File: src/rtl/lsu_pkg.sv
// Shared encodings, FSM state type and size/crossing helpers for the load/store unit.
package lsu_pkg;

  localparam logic [2:0] DM_B  = 3'b000;
  localparam logic [2:0] DM_H  = 3'b001;
  localparam logic [2:0] DM_W  = 3'b010;
  localparam logic [2:0] DM_BU = 3'b100;
  localparam logic [2:0] DM_HU = 3'b101;

  typedef enum logic [1:0] {
    StIdle,
    StAcc0,
    StAcc1,
    StResp
  } lsu_state_t;

  // Byte mask for the access size, anchored at byte lane 0.
  function automatic logic [3:0] size_mask(input logic [2:0] ctrl);
    logic [3:0] mask;
    case (ctrl)
      DM_B, DM_BU: mask = 4'b0001;
      DM_H, DM_HU: mask = 4'b0011;
      DM_W:        mask = 4'b1111;
      default:     mask = 4'b0000;
    endcase
    return mask;
  endfunction

  // Unsigned variants only exist for loads.
  function automatic logic ctrl_legal(input logic [2:0] ctrl, input logic we);
    logic ok;
    case (ctrl)
      DM_B, DM_H, DM_W: ok = 1'b1;
      DM_BU, DM_HU:     ok = !we;
      default:          ok = 1'b0;
    endcase
    return ok;
  endfunction

  function automatic logic crosses_word(input logic [2:0] ctrl, input logic [1:0] off);
    logic [7:0] span;
    span = {4'b0000, size_mask(ctrl)} << off;
    return |span[7:4];
  endfunction

endpackage

File: src/rtl/lsu_align.sv
// Store lane shifting over a two-word span and load extraction with sign/zero extension.
module lsu_align
  import lsu_pkg::*;
(
  input  logic [2:0]  ctrl_i,
  input  logic [1:0]  off_i,
  input  logic [31:0] wdata_i,
  input  logic [31:0] r0_i,
  input  logic [31:0] r1_i,
  output logic [7:0]  be_span_o,
  output logic [63:0] wdata_span_o,
  output logic [31:0] load_data_o
);

  logic [4:0]  shamt;
  logic [31:0] rd_word;

  assign shamt = {off_i, 3'b000};

  always_comb begin
    be_span_o    = {4'b0000, size_mask(ctrl_i)} << off_i;
    wdata_span_o = {32'h0000_0000, wdata_i} << shamt;
    rd_word      = 32'({r1_i, r0_i} >> shamt);
    load_data_o  = '0;
    case (ctrl_i)
      DM_B:    load_data_o = {{24{rd_word[7]}}, rd_word[7:0]};
      DM_BU:   load_data_o = {24'h000000, rd_word[7:0]};
      DM_H:    load_data_o = {{16{rd_word[15]}}, rd_word[15:0]};
      DM_HU:   load_data_o = {16'h0000, rd_word[15:0]};
      DM_W:    load_data_o = rd_word;
      default: load_data_o = '0;
    endcase
  end

endmodule

File: src/rtl/load_store_unit.sv
// Multi-cycle load/store unit: one request per transaction, word-crossing accesses split
// into two req/ack memory cycles, one-cycle response pulse with extended load data.
module load_store_unit
  import lsu_pkg::*;
#(
  parameter bit SPLIT_MISALIGNED = 1'b1
) (
  input  logic        clk,
  input  logic        rst,
  input  logic        req_valid,
  output logic        req_ready,
  input  logic        dm_write,
  input  logic [2:0]  dm_ctrl,
  input  logic [31:0] addr,
  input  logic [31:0] wdata,
  output logic        resp_valid,
  output logic        resp_err,
  output logic [31:0] rdata,
  output logic        mem_req,
  output logic        mem_we,
  output logic [31:0] mem_addr,
  output logic [3:0]  mem_be,
  output logic [31:0] mem_wdata,
  input  logic        mem_ack,
  input  logic [31:0] mem_rdata
);

  lsu_state_t  state_q, state_d;
  logic        we_q, we_d;
  logic        err_q, err_d;
  logic [2:0]  ctrl_q, ctrl_d;
  logic [1:0]  off_q, off_d;
  logic [29:0] word_q, word_d;
  logic [31:0] wdata_q, wdata_d;
  logic [31:0] r0_q, r0_d;
  logic [31:0] r1_q, r1_d;

  logic        req_illegal;
  logic [7:0]  be_span;
  logic [63:0] wdata_span;
  logic [31:0] load_data;

  assign req_illegal = !ctrl_legal(dm_ctrl, dm_write) ||
                       (!SPLIT_MISALIGNED && crosses_word(dm_ctrl, addr[1:0]));

  lsu_align u_align (
    .ctrl_i       (ctrl_q),
    .off_i        (off_q),
    .wdata_i      (wdata_q),
    .r0_i         (r0_q),
    .r1_i         (r1_q),
    .be_span_o    (be_span),
    .wdata_span_o (wdata_span),
    .load_data_o  (load_data)
  );

  always_ff @(posedge clk) begin
    if (rst) begin
      state_q <= StIdle;
      we_q    <= 1'b0;
      err_q   <= 1'b0;
      ctrl_q  <= '0;
      off_q   <= '0;
      word_q  <= '0;
      wdata_q <= '0;
      r0_q    <= '0;
      r1_q    <= '0;
    end else begin
      state_q <= state_d;
      we_q    <= we_d;
      err_q   <= err_d;
      ctrl_q  <= ctrl_d;
      off_q   <= off_d;
      word_q  <= word_d;
      wdata_q <= wdata_d;
      r0_q    <= r0_d;
      r1_q    <= r1_d;
    end
  end

  always_comb begin
    state_d    = state_q;
    we_d       = we_q;
    err_d      = err_q;
    ctrl_d     = ctrl_q;
    off_d      = off_q;
    word_d     = word_q;
    wdata_d    = wdata_q;
    r0_d       = r0_q;
    r1_d       = r1_q;
    req_ready  = 1'b0;
    resp_valid = 1'b0;
    resp_err   = 1'b0;
    rdata      = '0;
    mem_req    = 1'b0;
    mem_we     = 1'b0;
    mem_addr   = '0;
    mem_be     = '0;
    mem_wdata  = '0;

    unique case (state_q)
      StIdle: begin
        req_ready = 1'b1;
        if (req_valid) begin
          we_d    = dm_write;
          err_d   = req_illegal;
          ctrl_d  = dm_ctrl;
          off_d   = addr[1:0];
          word_d  = addr[31:2];
          wdata_d = wdata;
          r0_d    = '0;
          r1_d    = '0;
          state_d = req_illegal ? StResp : StAcc0;
        end
      end
      StAcc0: begin
        mem_req   = 1'b1;
        mem_we    = we_q;
        mem_addr  = {word_q, 2'b00};
        mem_be    = be_span[3:0];
        mem_wdata = wdata_span[31:0];
        if (mem_ack) begin
          r0_d    = mem_rdata;
          state_d = (|be_span[7:4]) ? StAcc1 : StResp;
        end
      end
      StAcc1: begin
        mem_req   = 1'b1;
        mem_we    = we_q;
        // 30-bit word index wraps 0xFFFFFFFC to 0x00000000.
        mem_addr  = {word_q + 30'd1, 2'b00};
        mem_be    = be_span[7:4];
        mem_wdata = wdata_span[63:32];
        if (mem_ack) begin
          r1_d    = mem_rdata;
          state_d = StResp;
        end
      end
      StResp: begin
        resp_valid = 1'b1;
        resp_err   = err_q;
        rdata      = (err_q || we_q) ? '0 : load_data;
        state_d    = StIdle;
      end
      default: state_d = StIdle;
    endcase
  end

endmodule

File: config.mk
export PLATFORM = sky130hd
export DESIGN_NAME = load_store_unit
export DESIGN_NICKNAME = d
export VERILOG_FILES = /design/src/rtl/lsu_pkg.sv /design/src/rtl/lsu_align.sv /design/src/rtl/load_store_unit.sv
export SDC_FILE = /design/constraint.sdc
export NUM_CORES = 1
export LEC_CHECK = 0
export BUFFER_PORTS_ARGS = -buffer_cell sky130_fd_sc_hd__clkbuf_2
export CAP_MARGIN = 20
export CORE_ASPECT_RATIO = 0.7
export CORE_MARGIN = 2
export CORE_UTILIZATION = 34
export CTS_CLUSTER_DIAMETER = 100
export DETAILED_ROUTE_END_ITERATION = 10
export SLEW_MARGIN = 20
export SYNTH_ARGS = -nofsm -noshare
export SYNTH_HDL_FRONTEND = slang
export SYNTH_SLANG_ARGS = --single-unit
File: constraint.sdc
create_clock -name clk -period 2.9 [get_ports clk]
set_clock_uncertainty 0.1 [all_clocks]
set_input_delay 0.145 -clock clk [delete_from_list [all_inputs] [get_ports clk]]
set_output_delay 0.145 -clock clk [all_outputs]
set_load 0.01 [all_outputs]
---- Word-level counts from Yosys, hierarchy flattened ----
Index checks and enable logic that the tools add are counted.
storage, ports and cells
  bits in registers ....................... 135
  bits of input ports ..................... 104
  output and inout bits ................... 105
cells by class
  add/sub/neg operators ................... 1
  equal/unequal tests ..................... 14
  shift-type cells ........................ 3
  multiplexer cells ....................... 23
  reduce and logical (&&, ||, !) cells .... 18
operator list
  operator               number
  $pmux 32 s2            4
  $pmux 32 s5            1
  $mux 32                4
  $shl 32x5->64          1
  $shr 64x5->32          1
  $add 30x1->30 const B  1
  $eq 3x3->1 const B     4
  $pmux 4 s3             1
  $reduce_and 3->1       3
  $mux 2                 4
  $pmux 2 s4             1
  $pmux 4 s2             1
  $reduce_or 2->1        4
  $shl 4x2->8            1
  $eq 3x1->1 const B     2
  $eq 3x2->1 const B     2
  $logic_not 3->1        2
  $mux 1                 6
  $ne 2x2->1 const B     3
  $eq 2x2->1 const B     2
  $reduce_bool 2->1      2
  $reduce_or 4->1        1
  $reduce_or 3->1        1
  $eq 2x1->1 const B     1
  5 further kinds        6

---- Depth between registers and ports, before layout ----
Gate-level depths: netlist of the first run.
  word-level depth ........................ 8
  gate-level depth with buffers ........... 9
  depth with buffers taken out ............ 6

---- Cells and area by module ----
Synthesis of the first run repeated with hierarchy kept, for this count alone.
unflattened totals
  cells, all modules ...................... 1,105
  area total of the unflattened synthesis .. 8,451.9 µm²
modules (own cells, without submodules)
  module           instances  cells an instance  area each (µm²)  seq. area each (µm²)
  load_store_unit  1          849                6,431.2          2,702.6
  lsu_align        1          256                2,020.7          0.0

---- Worst setup path before layout of the first run ----
No wires, ideal clock.
  path kind ............................... register to output
  start point ............................. register state_q[1]
  end point ............................... output port mem_addr[29]
  data arrival time ....................... 1.993 ns
  data required time ...................... 2.655 ns
  setup slack ............................. 0.662 ns
  cell stages (with the launch flop) ...... 9
  buffers on the path ..................... 3
  path through ............................ dfxtp_1 inv_1 ha_1 clkbuf_1 and2_1 clkbuf_1 clkbuf_1 nand3_1 o31ai_1
on the way
  cells in the longest elaborated chain, start to end .. 2
  elaborated cells between the ends (all ways) .. 3
RTL lines
  what                                      line                    text
  from (decl)                               load_store_unit.sv:28   lsu_state_t state_q, state_d;
  from (signal assigned)                    load_store_unit.sv:59   state_q <= StIdle;
  from (signal assigned)                    load_store_unit.sv:69   state_q <= state_d;
  $eq 2x2->1 or $eq 2x1->1 (tied branches)  load_store_unit.sv:101  unique case (state_q)
  $pmux 32 s2 (*)                           load_store_unit.sv:101
  to (decl)                                 load_store_unit.sv:21   output logic [31:0] mem_addr,
Every way passes the cells marked *; elsewhere a longest branch is shown, timed or not.

---- Worst setup path in the final report of the first run ----
  start point ............................. register ctrl_q[0]
  end point ............................... output port rdata[19]
on the way
  cells in the longest elaborated chain, start to end .. 4
  elaborated cells between the ends (all ways) .. 8
RTL lines
  what                                      line                    text
  from (decl)                               load_store_unit.sv:31   logic [2:0] ctrl_q, ctrl_d;
  from (signal assigned)                    load_store_unit.sv:72   ctrl_q <= ctrl_d;
  $eq 3x2->1, or another cell as far along  lsu_align.sv:25         case (ctrl_i)
  $pmux 32 s5 (*)                           lsu_align.sv:25
  $mux 32 (*)                               load_store_unit.sv:142  rdata = (err_q || we_q) ? '0 : load_data;
  $mux 32 (*)                               load_store_unit.sv:101
  to (decl)                                 load_store_unit.sv:18   output logic [31:0] rdata,
Marks and branches as above.

==> results of run 1 <==
-- where the power goes --
part | total, mW | internal, mW | switching (mW)
clock network | 2.19 | 1.34 | 0.847
logic | 2.52 | 0.959 | 1.56
registers | 2.33 | 2.02 | 0.318
-- worst paths after layout --
check                      startpoint                        to  cells after the start
max reg2reg   state_q[0]$_SDFFE_PP0P_      r1_q[4]$_SDFFE_PP0P_                      6
min reg2reg  wdata_q[10]$_SDFFE_PP0P_  wdata_q[10]$_SDFFE_PP0P_                      2
min                           mem_ack   state_q[1]$_SDFFE_PP0P_                      3
max            ctrl_q[0]$_SDFFE_PP0P_                 rdata[19]                      5
-- cells in the final DEF (no fill, tap or decap), drive strengths merged, types with 11 or more instances in the layout --
master,count
o21ai,48
buf,30
clkbuf,226
nand3,23
dlygate4sd3,100
a31oi,12
a22o,17
mux4,31
mux2i,28
nand2,212
dfxtp,127
a22oi,56
and2,11
and3,19
inv,24
nor2,77
a21oi,88
-- sequential cells by signal, indices dropped and copies added (netlist names) --
signal and count:
ctrl_q 3, state_q 2, err_q 1, word_q 30, r0_q 32, off_q 2, we_q 1, wdata_q 32
r1_q 24
-- per-stage QoR --
step | setup TNS [ns] | hold slack [ns] | util [%] | cell area (sq um) | setup slack, ns
floorplan | 0 | 0.181 | - | 7560 | 0.662
global placement | 0 | 0.274 | 40.6 | 8830 | 0.406
detailed placement | 0 | 0.273 | 40.6 | 8830 | 0.306
CTS | 0 | 0.0320 | 48.1 | 10400 | 0.00210
global route | -0.0165 | 0.0948 | 48.2 | 10500 | -0.0165
finish | 0 | 0.0500 | 48.2 | 10500 | 0.143
-- worst register-to-register path, cell delays in order, from the launching register on --
cell and delay [ns]:
dfxtp_1 0.37, inv_1 0.10, ha_1 0.34, nand2b_1 0.20, and3_1 0.91, a22oi_1 0.19, nor2_1 0.15
-- layout make-up --
cell class | instances | area, sq um | area share (%)
multi-input cells | 728 | 4600 | 43.9
flip-flops and latches | 127 | 2550 | 24.3
repair buffers | 335 | 2280 | 21.8
clock buffers | 21 | 472 | 4.50
well taps | 282 | 353 | 3.37
clock inverters | 11 | 131 | 1.25
inverters | 23 | 86.3 | 0.824
diodes | 2 | 5.00 | 0.0478
-- cells by family after synthesis --
logic type	synth area share, %
DFF	33.6
and+or+nand+nor	22.6
muxes	13.5
AOI/OAI and AO/OA	23.0
other	0.0496
xor gates and xnor gates	0.232
adders and majority gates	0.828
buffers and inverters	6.14
-- per-layer routing --
| metal | vias to the layer above | routed length [um] |
|---|---|---|
| met5 | - | 14 |
| met2 | 330 | 11600 |
| met1 | 3958 | 12900 |
| met3 | 37 | 2140 |
| met4 | 4 | 402 |
| li1 | 3991 | - |
-- what timing repair did --
action | 4_1_cts | 5_1_grt
endpoints found under the setup margin | 16 | 38
hold buffers | 100 | 0
hold endpoints to repair | 124 | 0
setup buffers | 0 | 0
resized for setup | 2 | 12
pin swaps | 0 | 0
==> results.ini, run 1 <==
[detailed_routing]
dr.pass1.iters=5
drc_errors=0
ant_nets=0
drt_iter0_drc=716
routed_wl_um=27000
num_vias=8320
viasPerCell=5.44
wl_per_cell_um=17.7

[setup_path]
crit_family=simple AND/OR/NAND/NOR gates
arrival_ns=2.51
crit_path_max_fanout=16
crit_buf_inv=1
slowest_delay_ns=0.59
path_cells=o21a_1 > or4b_4 > or4_4 > o21ai_0 > clkbuf_2
cp.required_ns=2.65
worstSetupEndpointType=output pin
start_kind=flop
worstSetupPathType=reg -> out
worst_path_max_delay_cell=or4b_4
r2r_slack_ns=0.47

[finish]
final_nets=1341
nFillCells=2169
area_delta_synth_final_pct=38.7
layout-drive-gt1-share_pct=26.8
layout.cells.non_filler=1529

[die]
floorplan.initialDensity_pct=34.8
die_area_sq_um=23500
die_h_um=129
design.portCount=209
dieWidth_um=182
num_rows=45
core_sq_um=21700

[timing]
fin_crit_sh_pct=95.1
rsz0062_at_grt=yes
fmax_mhz=363
relSlewSlack_pct=27.2
max_slew.worst_pin.slew_ns=1.09
period_needed_ns=2.76
hold_viol_final=0
finalSetupViolCount=0
slew_viol_final=0

[logic_synthesis]
synth_area_per_cell_sq_um=7.81
yosys.area.top_type=dfxtp_1
synth_area_leaders=dfxtp_1 34%, nand2_1 11%, mux4_2 9.2%
synth_top_area_share_pct=33.6
synth_common_cells=212 x nand2_1, 127 x dfxtp_1, 88 x a21oi_1
synth.cell_area_sq_um=7560
synth.most_common_cell=nand2_1
ys_ff_latch=127
syn_inst=968
yosys_warnings=0
synth.distinct_cells=58
synth_flop_cell=dfxtp_1
synth-edff-count=0
async_flop_share_pct=0
seq_area_frac_synth_pct=33.6

[grt]
grt_util_met1_pct=33.0
grt_overflow_total=0
grt_pass1_wl_um=42400
grt_pass1_vias=7707
met3_usage_pct=6.26
grt_usage_pct=23.0
antenna_found_initial=4
busiest_layer=met2
met2_usage_pct=33.8
grt_max_degree=53

[cts]
cts_buffer_depth=2
clk_latency_ns=0.42
cts_root_buffer=clkbuf_16
clk_pin_slew_worst_paths_ns=0.06
numCtsBuffers=17
cts.sinks=127
cts_tree=done
h-tree-depth=4

[placement]
dpl.hpwl_um=18600
placed_cells=1395
gp_routability_congestion=0.856
io_buffers=206

[power_and_ir_drop]
peakVddDrop_mv=0.477
p_total_mw=7.04
p_leak_nw=4.20
powerDensity_nw_per_um2=672

[flow_run]
maxCapViolations=0

[outcome]
status=completed

[min_path]
hp-class=in -> reg

Note: power is estimated with default switching activity, not from simulation.
==> run 2, diff against run 1 <==
CORE_ASPECT_RATIO = 0.8   (was 0.7)
==> run 2 against run 1 <==
  * Core utilization rose by 1.1 points
  * Non-clock buffer count is 18 higher
  * Setup slack worse by 0.0044 ns
==> results.ini, run 2 (same netlist as run 1, synthesis figures left out) <==
[power_and_ir_drop]
comb_power_share_pct=36.4  ; +0.6 points
powerDensity_nw_per_um2=659  ; -2.0%
p_total_mw=7.04  ; about the same
p_seq_share_pct=33.3  ; +0.2 points
peakVddDrop_mv=0.395  ; -17%
p_int_mw=4.34  ; +0.50%
p_leak_nw=4.32  ; +3.0%
netSwitchingFraction_pct=38.3  ; -0.33 points
p_clk_share_pct=30.3  ; -0.8 points
p_switching_mw=2.70  ; -0.90%

[finish]
area_delta_synth_final_pct=41.4
design_area_sq_um=10700  ; +2.0%
layout-drive-gt1-share_pct=26.4  ; -0.38 points
final_util_pct=49.3  ; +1.1 points
nFillCells=2138  ; -1.4%
final_common_cell=nand2_1
layout_common_cells=209 x nand2_1, 205 x clkbuf_2, 125 x dfxtp_1, 118 x dlygate4sd3_1, 88 x a21oi_1
layout.cells.non_filler=1565  ; +2.4%
top_regs=r0_q (32), wdata_q (32), word_q (30)
final_nets=1359  ; +1.3%

[placement]
placed_cell_area_sq_um=8860  ; +0.31%
gp_routability_congestion=0.860  ; +0.54%
dpl.hpwl_um=18300  ; -2.0%
placed_cells=1412  ; +1.2%
io_buffers=206  ; unchanged
place_ws_ns=0.301  ; -0.00471 ns

[timing]
hold_viol_final=0  ; unchanged
finalSetupViolCount=0  ; unchanged
finalSetupTns_ns=0  ; unchanged
max_slew.worst_pin.slew_ns=1.05  ; -0.0459 ns
slew_viol_final=0  ; unchanged
fin_crit_sh_pct=95.2  ; +0.15 points
whs_ns=0.0714  ; +0.0215 ns
fmax_mhz=362  ; -0.16%
period_needed_ns=2.76  ; +0.00445 ns
timing.final.ws_setup_ns=0.138  ; -0.00445 ns
relSlewSlack_pct=30.2  ; +3.1 points
rsz0062_at_grt=yes

[detailed_routing]
num_vias=8319  ; -0.012%
dr.pass1.iters=5  ; unchanged
routed_wl_um=26500  ; -2.0%
viasPerCell=5.32  ; -2.3%
wl_per_cell_um=16.9  ; -4.3%
drt_iter0_drc=608  ; -15%
ant_nets=0  ; unchanged
drc_errors=0  ; unchanged

[die]
design.portCount=209  ; unchanged
die_area_sq_um=23400  ; about the same
die_h_um=137  ; +6.7%
dieWidth_um=171  ; -6.3%
num_rows=48  ; +6.7%
core_sq_um=21700  ; -0.24%
floorplan.initialDensity_pct=34.9  ; +0.084 points

[grt]
antenna_found_initial=3  ; -1
grt_max_degree=76  ; +43%
grt_pass1_wl_um=41300  ; -2.7%
grt_pass1_vias=7672  ; -0.45%
grt_overflow_total=0  ; unchanged
grt_usage_pct=22.4  ; -0.59 points

[cts]
h-tree-depth=4  ; unchanged
numCtsBuffers=17  ; unchanged
cts.sinks=127  ; unchanged
clk_latency_ns=0.41  ; about the same
cts_tree=done
cts_root_buffer=clkbuf_16
cts_buffer_depth=2  ; unchanged
clk_pin_slew_worst_paths_ns=0.06  ; about the same

[setup_path]
crit_path_max_fanout=16  ; unchanged
worstSetupPathType=reg -> out
r2r_cells=7  ; +1
arrival_ns=2.52  ; about the same
start_kind=flop
cp.required_ns=2.65  ; about the same
worstSetupEndpointType=output pin

[outcome]
status=completed

[min_path]
hp-class=in -> reg
hold-path-cell-count=3  ; unchanged

[flow_run]
maxCapViolations=0  ; unchanged

==> run 2: cell count changes in the layout (fill, tap and decap cells not counted), moves of 2 or more <==
cell           change
clkbuf_1           -2
clkinv_2           +3
clkinv_4           -2
dlygate4sd3_1     +18
==> run 2: power by group through the flow <==
stage	registers (mW)	logic [mW]	clock network, mW
after floorplan	2.24	1.64	0
after global placement	2.38	2.31	0
after detailed placement	2.38	2.32	0
after CTS	2.34	2.50	2.18
after global routing	2.39	2.81	2.24
final	2.34	2.56	2.14
==> run 2: worst paths after layout <==
path	start	end	slack, ns
worst min register to register	err_q$_SDFFE_PP0P_	err_q$_SDFFE_PP0P_	0.37
worst max register to register	state_q[0]$_SDFFE_PP0P_	wdata_q[30]$_SDFFE_PP0P_	0.23
worst min-delay path	mem_ack	state_q[1]$_SDFFE_PP0P_	0.07
worst max-delay path	state_q[1]$_SDFFE_PP0P_	rdata[18]	0.14
==> run 2: timing repair <==
action,in CTS,in global routing
endpoints found under the setup margin,16,16
buffers inserted,0,1
hold endpoints to repair,124,0
hold buffers,118,0
gates cloned,0,0
gates resized for setup,2,9
==> run 2: layout make-up <==
cell class,instances,area [sq um],share of cell area (%)
clock buffers,19,453,4.24
diodes,2,5.00,0.0468
inverters,23,86.3,0.808
well taps,300,375,3.51
clock inverters,13,138,1.29
repair buffers,353,2490,23.3
flip-flops and latches,127,2550,23.8
multi-input cells,728,4600,43.0
==> run 2: layer usage <==
| layer | global-route usage (%) | up-vias | routed length [um] |
|---|---|---|---|
| met4 | 5.79 | 2 | 336 |
| met3 | 5.46 | 22 | 1780 |
| met2 | 34.6 | 288 | 11900 |
| met5 | 0 | - | 16 |
| li1 | - | 4026 | - |
| met1 | 31.4 | 3981 | 12500 |
==> run 2: critical path: stages, from the launching register on <==
cell and delay [ns]:
dfxtp_1 0.41, ha_1 0.23, or4b_4 0.58, or4_4 0.59, o21ai_0 0.13, clkbuf_2 0.16
